**src/rtl/mem_stage.sv**
```systemverilog
// MEM stage: drives the data cache, stalls on miss, writes the MEM/WB latch.
// Define MEM_TIMEOUT_EN to add the WAIT watchdog and its mem_timeout output.
module mem_stage (
   input  logic        CLK,
   input  logic        nRST,
   input  logic        exmem_valid,
   input  logic        exmem_dmemREN,
   input  logic        exmem_dmemWEN,
   input  logic        exmem_regwen,
   input  logic        exmem_halt,
   input  logic [31:0] exmem_porto,
   input  logic [31:0] exmem_rdat2,
   input  logic [31:0] exmem_extimm,
   input  logic [31:0] exmem_npc,
   input  logic [4:0]  exmem_wsel,
   input  logic [1:0]  exmem_regsrc,
   output logic        dmemREN,
   output logic        dmemWEN,
   output logic [31:0] dmemaddr,
   output logic [31:0] dmemstore,
   input  logic        dhit,
   input  logic [31:0] dmemload,
   input  logic        flush,
   output logic        mem_stall,
   output logic        memwb_valid,
   output logic        memwb_regwen,
   output logic [4:0]  memwb_wsel,
   output logic [31:0] memwb_wdat,
   output logic        memwb_halt
`ifdef MEM_TIMEOUT_EN
   ,
   output logic        mem_timeout
`endif
);

   typedef enum logic [1:0] {IDLE, WAIT, HALTED} state_t;

   state_t      state;
   logic [31:0] c_addr, c_store, c_npc, c_extimm;
   logic [4:0]  c_wsel;
   logic [1:0]  c_regsrc;
   logic        c_ren, c_wen, c_regwen, c_halt;
   logic        flush_r;
   logic        memop, ren_i, wen_i, kill;

   function automatic logic [31:0] pick(
      input logic [1:0]  src,
      input logic [31:0] alu,
      input logic [31:0] ld,
      input logic [31:0] npc,
      input logic [31:0] imm
   );
      logic [31:0] r;
      case (src)
         2'd0:    r = alu;
         2'd1:    r = ld;
         2'd2:    r = npc;
         default: r = imm;
      endcase
      return r;
   endfunction

   // A load wins over a simultaneous store request.
   assign memop = exmem_valid & (exmem_dmemREN | exmem_dmemWEN);
   assign ren_i = memop & exmem_dmemREN;
   assign wen_i = memop & exmem_dmemWEN & ~exmem_dmemREN;
   assign kill  = flush | flush_r;

   // Request enables are gated by nRST so they fall with reset itself.
   always_comb begin
      dmemREN   = 1'b0;
      dmemWEN   = 1'b0;
      dmemaddr  = '0;
      dmemstore = '0;
      mem_stall = 1'b0;
      case (state)
         IDLE: begin
            dmemREN   = nRST & ren_i;
            dmemWEN   = nRST & wen_i;
            dmemaddr  = exmem_porto;
            dmemstore = exmem_rdat2;
            mem_stall = memop & ~dhit;
         end
         WAIT: begin
            dmemREN   = nRST & c_ren;
            dmemWEN   = nRST & c_wen;
            dmemaddr  = c_addr;
            dmemstore = c_store;
            mem_stall = ~dhit;
         end
         default: ;
      endcase
   end

   always_ff @(posedge CLK or negedge nRST) begin
      if (!nRST) begin
         state        <= IDLE;
         c_addr       <= '0;
         c_store      <= '0;
         c_npc        <= '0;
         c_extimm     <= '0;
         c_wsel       <= '0;
         c_regsrc     <= '0;
         c_ren        <= 1'b0;
         c_wen        <= 1'b0;
         c_regwen     <= 1'b0;
         c_halt       <= 1'b0;
         flush_r      <= 1'b0;
         memwb_valid  <= 1'b0;
         memwb_regwen <= 1'b0;
         memwb_wsel   <= '0;
         memwb_wdat   <= '0;
         memwb_halt   <= 1'b0;
      end else begin
         memwb_valid  <= 1'b0;
         memwb_regwen <= 1'b0;
         case (state)
            IDLE: begin
               if (memop & ~dhit) begin
                  c_addr   <= exmem_porto;
                  c_store  <= exmem_rdat2;
                  c_npc    <= exmem_npc;
                  c_extimm <= exmem_extimm;
                  c_wsel   <= exmem_wsel;
                  c_regsrc <= exmem_regsrc;
                  c_ren    <= ren_i;
                  c_wen    <= wen_i;
                  c_regwen <= exmem_regwen;
                  c_halt   <= exmem_halt;
                  flush_r  <= flush;
                  state    <= WAIT;
               end else if (exmem_valid) begin
                  memwb_valid  <= ~flush;
                  memwb_regwen <= exmem_regwen & ~flush;
                  memwb_wsel   <= exmem_wsel;
                  memwb_wdat   <= pick(exmem_regsrc, exmem_porto,
                                       dmemload, exmem_npc,
                                       exmem_extimm);
                  if (exmem_halt & ~flush) begin
                     memwb_halt <= 1'b1;
                     state      <= HALTED;
                  end
               end
            end
            WAIT: begin
               if (dhit) begin
                  memwb_valid  <= ~kill;
                  memwb_regwen <= c_regwen & ~kill;
                  memwb_wsel   <= c_wsel;
                  memwb_wdat   <= pick(c_regsrc, c_addr, dmemload,
                                       c_npc, c_extimm);
                  flush_r      <= 1'b0;
                  if (c_halt & ~kill) begin
                     memwb_halt <= 1'b1;
                     state      <= HALTED;
                  end else begin
                     state <= IDLE;
                  end
               end else if (flush) begin
                  flush_r <= 1'b1;
               end
            end
            default: ;
         endcase
      end
   end

`ifdef MEM_TIMEOUT_EN
   logic [7:0] wait_cnt;

   // Flag raised on the edge where the count of WAIT cycles hits 255.
   always_ff @(posedge CLK or negedge nRST) begin
      if (!nRST) begin
         wait_cnt    <= '0;
         mem_timeout <= 1'b0;
      end else if (state == WAIT && !dhit) begin
         if (wait_cnt != 8'hff) wait_cnt <= wait_cnt + 8'd1;
         if (wait_cnt == 8'hfe) mem_timeout <= 1'b1;
      end else begin
         wait_cnt <= '0;
      end
   end
`endif

endmodule

```
**config.mk**
```make
export PLATFORM = sky130hd
export DESIGN_NAME = mem_stage
export DESIGN_NICKNAME = d
export VERILOG_FILES = /design/src/rtl/mem_stage.sv
export SDC_FILE = /design/constraint.sdc
export NUM_CORES = 1
export LEC_CHECK = 0
export ABC_CLOCK_PERIOD_IN_PS = 1950
export BUFFER_PORTS_ARGS = -buffer_cell sky130_fd_sc_hd__buf_2
export CAP_MARGIN = 20
export CORE_ASPECT_RATIO = 1.4
export CORE_MARGIN = 1.5
export CORE_UTILIZATION = 53
export DETAILED_ROUTE_END_ITERATION = 10
export GPL_ROUTABILITY_DRIVEN = 0
export GPL_TIMING_DRIVEN = 0
export MAX_ROUTING_LAYER = met4
export PLACE_DENSITY = 0.81
export RECOVER_POWER = 50
export SLEW_MARGIN = 40
export SYNTH_ARGS = -nofsm -noshare
export SYNTH_HDL_FRONTEND = slang
export SYNTH_SLANG_ARGS = --single-unit
```
**constraint.sdc**
```tcl
create_clock -name CLK -period 1.95 [get_ports CLK]
set_input_delay 0.2925 -clock CLK [delete_from_list [all_inputs] [get_ports CLK]]
set_output_delay 0.2925 -clock CLK [all_outputs]
set_load 0.005 [all_outputs]
```
==> implementation parameters, run 1 <==
Parameter                              Value

Yosys
  Synthesized netlist cell count    837
  Simple-gate share of the synthesized area    between 5 and 6%
  Ys Warns    0
  Number of storage elements in the synthesis netlist    between 150 and 200
  Most common flop cell mapped by yosys    dfrtp_1
  Number of synthesized flops with an enable pin    0
  Share of flip-flops with an asynchronous set or reset    100%
  Syn Area/Cell    ~12 um^2
  Proportion of synthesized chip area in sequential cells    approximately 44%
  Main combinational cell family by area after synthesis    multiplexers
  Synthesized area    around 10000 um^2
  Number of library cell types mapped by synthesis    37
  Adder-cell area share of the yosys netlist    0%
  Mux share of post-synthesis cell area    a little under two fifths
  Synth Area in Compound Gates    approximately 7.5%
  Number of nets produced by synthesis    between 1k and 1.5k
  Xor-xnor portion of the synthesized cell area    0%

Hold path
  Hold path cells    3
  Hold/Removal Path Class    in2reg

Pwr
  Logic pwr share    between 10% and 20%
  Cell Int Power    between 6 and 7 mW
  Share of total power in the clock network    a little over two fifths
  Maximum vdd ir drop    slightly below 0.6 mV
  Switch Pwr    ~2 mW
  Static leakage    between 6 and 7 nW
  Design Power    ~8.1 mW
  Power per standard cell area    about 600 nW/um^2
  Switching portion of total power    approximately 26%
  Relative contribution of sequential cells to total power    46.8%

Route
  Vias post-DR    8400
  Total detailed-routing wirelength    roughly 33000 um
  WL per Instance    between 20 and 25 um
  Initial DRC Count    between 500 and 600
  First drt pass iteration count    5
  Drt via density    5.85
  Number of remaining DRC errors    0
  Post-route ant nets    0

STA
  Clock tree skew after final layout    about 0.013 ns
  Max transition margin    between 30% and 40%
  Setup repair after global routing missed its margin    true
  Final critical-path setup slack    -0.0380 ns
  Fin. Hold Viols    0
  Max Slew Vio Count    0
  Slew of the pin with the lowest slew margin    slightly above 1 ns
  Setup-failing EPs final    15
  Post-route fraction of the period consumed by the critical path    102%
  Min Clock Period, post-route    ~2.0 ns
  Maximum achievable frequency    slightly above 500 MHz

Global routing
  First-pass GRT wire length    about 48000 um
  Overall overflow remaining after global route    0
  Pin count of the biggest net entering global routing    between 50 and 60
  Antenna violations before repair    6
  Via count of the first global-routing pass    between 8k and 9k
  Total Routing Usage GR    a little under a third

Die
  CORE AREA    around 19000 um^2
  Floorplan row count    60
  Die area    20300 um^2
  I/O pin cnt    between 200 and 300
  Initial Utilization    53.9%
  Chip width    121 um
  Die H    around 170 um

Worst setup path
  CP Max Fanout    10
  Class of the most critical setup path    reg2out
  Worst EP arrival    around 1.7 ns
  Worst reg-to-reg path cell count    8
  CP endpoint kind    primary output
  CP startpoint kind    flop
  Data required, critical path    roughly 1.7 ns

Clocking
  Number of H-tree levels    4
  Clock latency reported for the late side of the worst-skew pair    roughly 0.44 ns
  Inserted Clock Buffers    17
  CTS sink cnt    between 150 and 200
  Longest Clk Path Bufs    2
  TritonCTS clock tree    done
  CTS clock-pin slew for the worst setup and hold paths    0.08 ns
  CTS Root Cell    clkbuf_16

Placement
  Pre-CTS setup slack    -0.230 ns
  DP HPWL    21900 um
  IO buf count    ~280

Layout
  Fraction of the core area covered by cells at the end of the flow    a little over two thirds
  Layout cells sized above 1    ~52%
  Final net count    ~1.3k
  Growth of design area from synthesis to finish    31.2%

Status
  Status    complete, but fails checks
  Violations in the final reports    setup timing

Job
  Max cap viols    0
[synthesized netlist by cell type (all sizes together), types with 2 or more instances]
library cell | instances | area [um^2]
nor2 | 73 | 277
o21ai | 41 | 205
clkbuf | 16 | 61.3
mux2 | 201 | 2580
a221oi | 32 | 280
dfrtp | 182 | 4550
nand3 | 2 | 10.0
mux2i | 134 | 1340
o21a | 3 | 22.5
inv | 5 | 18.8
a21oi | 5 | 25.0
buf | 53 | 454
o22ai | 33 | 206
nor2b | 3 | 23.8
nand2 | 42 | 158
[routing by layer]
metal | wire [um] | vias to the layer above | share of wire [%] | GRT usage (%)
li1 | - | 3731 | - | -
met1 | 12800 | 4225 | 39 | 36.6
met2 | 17300 | 371 | 52 | 54.8
met3 | 1840 | 73 | 5.6 | 5.35
met4 | 1150 | 0 | 3.5 | 13.5
met5 | 0 | - | 0 | -
[worst paths after layout]
kind / slack [ns] / from / endpoint
setup / recovery: -0.04 / state[0]$_DFFE_PN0P_ / dmemstore[14]
min in group asynchronous: 0.80 / nRST / c_extimm[21]$_DFFE_PN0P_
max in group asynchronous: 0.13 / nRST / c_store[5]$_DFFE_PN0P_
setup reg to reg: 0.02 / state[0]$_DFFE_PN0P_ / c_extimm[25]$_DFFE_PN0P_
hold reg to reg: 0.48 / memwb_halt$_DFFE_PN0P_ / memwb_halt$_DFFE_PN0P_
hold / removal: 0.07 / exmem_regwen / c_regwen$_DFFE_PN0P_
[cell type report]
cell class | count | area (um^2)
Clock inverter | 13 | 123
Multi-Input combinational cell | 581 | 5390
Sequential cell | 182 | 4550
Antenna cell | 6 | 15.0
Clock buffer | 19 | 433
Tap cell | 248 | 310
Fill cell | 1404 | 5610
Timing Repair Buffer | 312 | 1970
Buffer | 69 | 723
Inverter | 5 | 18.8
[placed cells by master (no fill, tap or decap), types with 2 or more instances in the layout]
master,Yosys,layout
clkbuf_2,1,7
diode_2,0,6
a21oi_1,5,5
o21a_1,3,3
dfrtp_1,182,182
a221oi_2,0,6
a221oi_1,32,26
buf_4,9,20
mux2i_2,0,5
clkbuf_4,0,10
buf_2,27,275
clkinvlp_4,0,3
nor2_4,0,2
dlygate4sd3_1,0,2
clkbuf_16,0,31
buf_16,0,5
inv_1,5,5
mux2i_1,134,126
mux2_2,116,116
mux2_4,85,85
nor2_2,1,4
o21ai_1,31,31
clkbuf_1,15,22
clkinv_2,0,3
buf_6,4,7
inv_6,0,4
nor2_1,72,67
nand3_1,2,2
buf_12,9,19
o21ai_0,10,10
o22ai_1,33,33
mux2i_4,0,3
nand2_1,42,42
[critical path, stage by stage, from the launching register on]
cell and delay, ns:
dfrtp_1 0.38, buf_6 0.14, buf_12 0.16, buf_12 0.16, mux2i_4 0.18, nor2_2 0.11, buf_2 0.13
[cell families (layout without fill, tap and decap cells)]
group	Yosys count	in the layout
muxes	335	335
DFF	182	182
and+or+nand+nor	128	128
AOI/OAI and AO/OA	118	118
buffers and inverters	74	418
other	0	6
[power groups by stage]
| stage | Combinational [mW] | Clock, mW | Sequential (mW) |
|---|---|---|---|
| finish | 0.903 | 3.38 | 3.77 |
| global route | 0.960 | 3.55 | 3.77 |
| detailed placement | 0.755 | 0 | 3.85 |
| global placement | 0.725 | 0 | 3.85 |
| floorplan | 0.341 | 0 | 3.85 |
| CTS | 0.865 | 3.39 | 3.77 |
[timing repair]
action,CTS,global route
endpoints found under the setup margin,92,169
gates cloned,4,14
gates resized for setup,57,52
pin swaps,1,8
hold buffers,6,0
setup buffers,4,1
endpoints found under the hold margin,55,0
[stage by stage]
stage / cell area (um^2) / TNS [ns] / cells / hold slack, ns
2_1_floorplan: 10300 / 0 / 837 / -0.00309
3_3_place_gp: 12000 / -449.42 / 1366 / 0.456
3_5_place_dp: 12100 / -7.07 / 1368 / 0.241
4_1_cts: 13100 / -0.0362 / 1414 / 0.0690
5_1_grt: 13500 / -2.22 / 1435 / 0.0723
6_report: 13500 / -0.223 / 1435 / 0.0688
[registers in the layout, summed over array words and instances (netlist names), 5 cells and up]
signal,flops
c_store,32
memwb_wsel,5
c_extimm,32
memwb_wdat,32
c_addr,32
c_npc,32
c_wsel,5
Note: power is estimated with default switching activity, not from simulation.
==> inputs of run 2 (changes only) <==
--- a/config.mk
+++ b/config.mk
@@ -17,6 +17,7 @@
 export MAX_ROUTING_LAYER = met4
 export PLACE_DENSITY = 0.81
 export RECOVER_POWER = 50
+export REMOVE_ABC_BUFFERS = 1
 export SLEW_MARGIN = 40
 export SYNTH_ARGS = -nofsm -noshare
 export SYNTH_HDL_FRONTEND = slang
==> run 2 against run 1 <==
  * The run ends with hold timing, setup timing left
  * Largest power group unchanged
  * Sequential share of layout area rose by 0.69 points
  * Clock-buffer cell count did not move
  * Total power rose by 0.20%
  * Die area did not move
  * Combinational power fell by 6.9%
  * Critical endpoint is now memwb_wdat[24]$_DFFE_PN0P_
  * Cell count fell by 1.9%
  * Sequential power barely moved
==> implementation parameters, run 2 (synthesis gave the netlist of run 1 again) <==
Parameter                              Value

Status
  Status    complete, but fails checks (unchanged)
  Violations in the final reports    hold timing, setup timing (was setup timing)

Worst setup path
  R2r endpoint    memwb_wdat[24]$_DFFE_PN0P_ (was c_extimm[25]$_DFFE_PN0P_)
  CP Max Fanout    14 (was 10)
  Worst stage delay on the critical path    0.52 ns (was 0.38 ns)
  Worst reg-to-reg path cell count    7 (was 8)
  Ordered cell list for the critical path    buf_4 -> buf_4 -> nor2b_4 -> nor2_4 -> buf_12 -> a221oi_1 -> o21ai_1 (was buf_6 -> buf_12 -> buf_12 -> mux2i_4 -> nor2_2 -> buf_2)
  Beginning of the worst register-to-register path    state[0]$_DFFE_PN0P_ (unchanged)
  Register-to-register setup slack    -0.11 ns (was 0.02 ns)
  Class of the most critical setup path    reg2reg (was reg2out)
  Crit path top cell by count    buf_4 (was buf_12)
  CP startpoint kind    flop (unchanged)
  Data required, critical path    2.22 ns (was 1.66 ns)
  Worst EP arrival    2.33 ns (was 1.70 ns)
  CP endpoint kind    flop (was primary output)
  Max stage delay cell, worst path    dfrtp_4 (was dfrtp_1)

Clocking
  TritonCTS clock tree    done (unchanged)
  Clock latency reported for the late side of the worst-skew pair    0.43 ns (was 0.44 ns)
  CTS Root Cell    clkbuf_16 (unchanged)
  CTS clock-pin slew for the worst setup and hold paths    0.08 ns (about the same)
  Number of H-tree levels    4 (unchanged)
  Longest Clk Path Bufs    2 (unchanged)
  CTS sink cnt    182 (unchanged)
  Inserted Clock Buffers    17 (unchanged)

STA
  Final critical-path setup slack    -0.106 ns (was -0.0380 ns)
  Max transition margin    19.6% (was 31.8%)
  Final Hold Slack    -0.209 ns (was 0.0688 ns)
  Setup repair after global routing missed its margin    true (unchanged)
  Clock tree skew after final layout    0.0151 ns (was 0.0127 ns)
  Maximum achievable frequency    486 MHz (was 503 MHz)
  Min Clock Period, post-route    2.06 ns (was 1.99 ns)
  Fin. Hold Viols    61 (was 0)
  Max Slew Vio Count    0 (unchanged)
  Accumulated negative setup slack    -0.468 ns (was -0.223 ns)
  Setup-failing EPs final    27 (was 15)
  Post-route fraction of the period consumed by the critical path    105% (was 102%)
  Slew of the pin with the lowest slew margin    1.21 ns (was 1.02 ns)

Route
  Vias post-DR    8363 (was 8400)
  Post-route ant nets    0 (unchanged)
  Number of remaining DRC errors    0 (unchanged)
  First drt pass iteration count    5 (unchanged)
  WL per Instance    22.2 um (was 23.1 um)
  Total detailed-routing wirelength    31300 um (was 33100 um)
  Drt via density    5.94 (was 5.85)
  Initial DRC Count    582 (was 507)

Layout
  Final net count    1315 (was 1344)
  Area of the multi-input gates    5420 um^2 (was 5390 um^2)
  Growth of design area from synthesis to finish    28.9% (was 31.2%)
  Count of placed standard cells in the final layout, fillers left out    1408 (was 1435)
  Leading cell type in the layout, fill and taps excluded    buf_2 (unchanged)
  Commonest non-fill, non-tap cells in the layout    buf_2 (270), dfrtp_1 (179), mux2i_1 (130) (was buf_2 (275), dfrtp_1 (182), mux2i_1 (126))
  Layout cells sized above 1    52.3% (was 52.0%)
  Total non-filler cell area in the finished layout    13300 um^2 (was 13500 um^2)
  Filler Cells Inserted    1420 (was 1404)
  Combined flip-flop and latch cell area    4570 um^2 (was 4550 um^2)

Placement
  DP HPWL    18800 um (was 21900 um)
  Instance area after placement    12000 um^2 (was 12100 um^2)
  IO buf count    282 (was 281)
  Inst Count DP    1319 (was 1368)

Global routing
  Total Routing Usage GR    29.8% (was 31.9%)
  First-pass GRT wire length    45700 um (was 47600 um)
  Overall overflow remaining after global route    0 (unchanged)
  Via count of the first global-routing pass    8672 (was 8720)
  Pin count of the biggest net entering global routing    73 (was 56)
  Antenna violations before repair    8 (was 6)

Die
  Die area    20300 um^2 (unchanged)
  Floorplan row count    60 (unchanged)
  CORE AREA    19100 um^2 (unchanged)
  Die H    168 um (unchanged)
  Initial Utilization    53.9% (unchanged)
  I/O pin cnt    283 (unchanged)
  Chip width    121 um (unchanged)

Pwr
  Relative contribution of sequential cells to total power    46.8% (about the same)
  Switching portion of total power    25.7% (was 25.5%)
  Design Power    8.07 mW (was 8.06 mW)
  Power per standard cell area    607 nW/um^2 (was 595 nW/um^2)
  Cell Int Power    6.00 mW (about the same)
  Maximum vdd ir drop    0.502 mV (was 0.580 mV)
  Share of total power in the clock network    42.8% (was 42.0%)
  Logic pwr share    10.4% (was 11.2%)
  Static leakage    6.22 nW (was 6.34 nW)
  Switch Pwr    2.07 mW (was 2.06 mW)

Job
  Max cap viols    0 (unchanged)

Hold path
  Hold/Removal Path Class    in2async (was in2reg)
-- run 2: per-layer routing --
layer	track usage [%]	vias up	wire, um
met1	33.6	4211	12000
li1	-	3692	-
met4	17.5	0	1590
met3	4.71	115	1550
met2	49.7	345	16200
met5	-	-	0
-- run 2: what timing repair did --
item                                    CTS  global route
endpoints found under the hold margin    61            61
gates resized for setup                  15            26
pin swaps                                 4            21
cloned                                    7             6
endpoints found under the setup margin  228           176
buffers inserted                         24            12
-- run 2: power by group through the flow --
stage               clock [mW]  sequential [mW]  combinational [mW]
detailed placement           0             3.86               0.735
finish                    3.46             3.78               0.841
global route              3.63             3.78               0.905
floorplan                    0             3.88               0.294
CTS                       3.50             3.78               0.792
global placement             0             3.89               0.670
-- run 2: critical path: cells and delay by family, from the launching register on --
family / cells / cell delay, ns
AO/OA/AOI/OAI: 2 / 0.53
buffers and inverters: 3 / 0.48
AND/OR/NAND/NOR: 2 / 0.37
flip-flops: 1 / 0.52
-- run 2: area by class of cell --
type	count	area share [%]
Tap cell	248	2.33
Multi-Input combinational cell	584	40.7
Timing Repair Buffer	349	18.0
Antenna cell	8	0.151
Clock inverter	13	1.04
Inverter	5	0.169
Sequential cell	182	34.3
Clock buffer	19	3.26
-- run 2: per-stage QoR --
step	setup WS (ns)	utilization, %
floorplan	-5.14	-
global placement	-7.61	60.2
detailed placement	-0.582	62.6
CTS	-0.0635	67.8
global route	-0.133	69.5
finish	-0.106	69.5
-- run 2: how the worst max path moves through the flow --
stage	start	end	slack, ns	cells after the start
5_1_grt	state[0]$_DFFE_PN0P_	memwb_wdat[24]$_DFFE_PN0P_	-0.13	5
2_1_floorplan	state[0]$_DFFE_PN0P_	c_addr[0]$_DFFE_PN0P_	-5.14	3
3_5_place_dp	state[0]$_DFFE_PN0P_	c_addr[28]$_DFFE_PN0P_	-0.58	6
4_1_cts	state[0]$_DFFE_PN0P_	dmemaddr[8]	-0.06	5
3_3_place_gp	state[0]$_DFFE_PN0P_	c_addr[3]$_DFFE_PN0P_	-7.61	3
6_report	state[0]$_DFFE_PN0P_	memwb_wdat[24]$_DFFE_PN0P_	-0.11	7
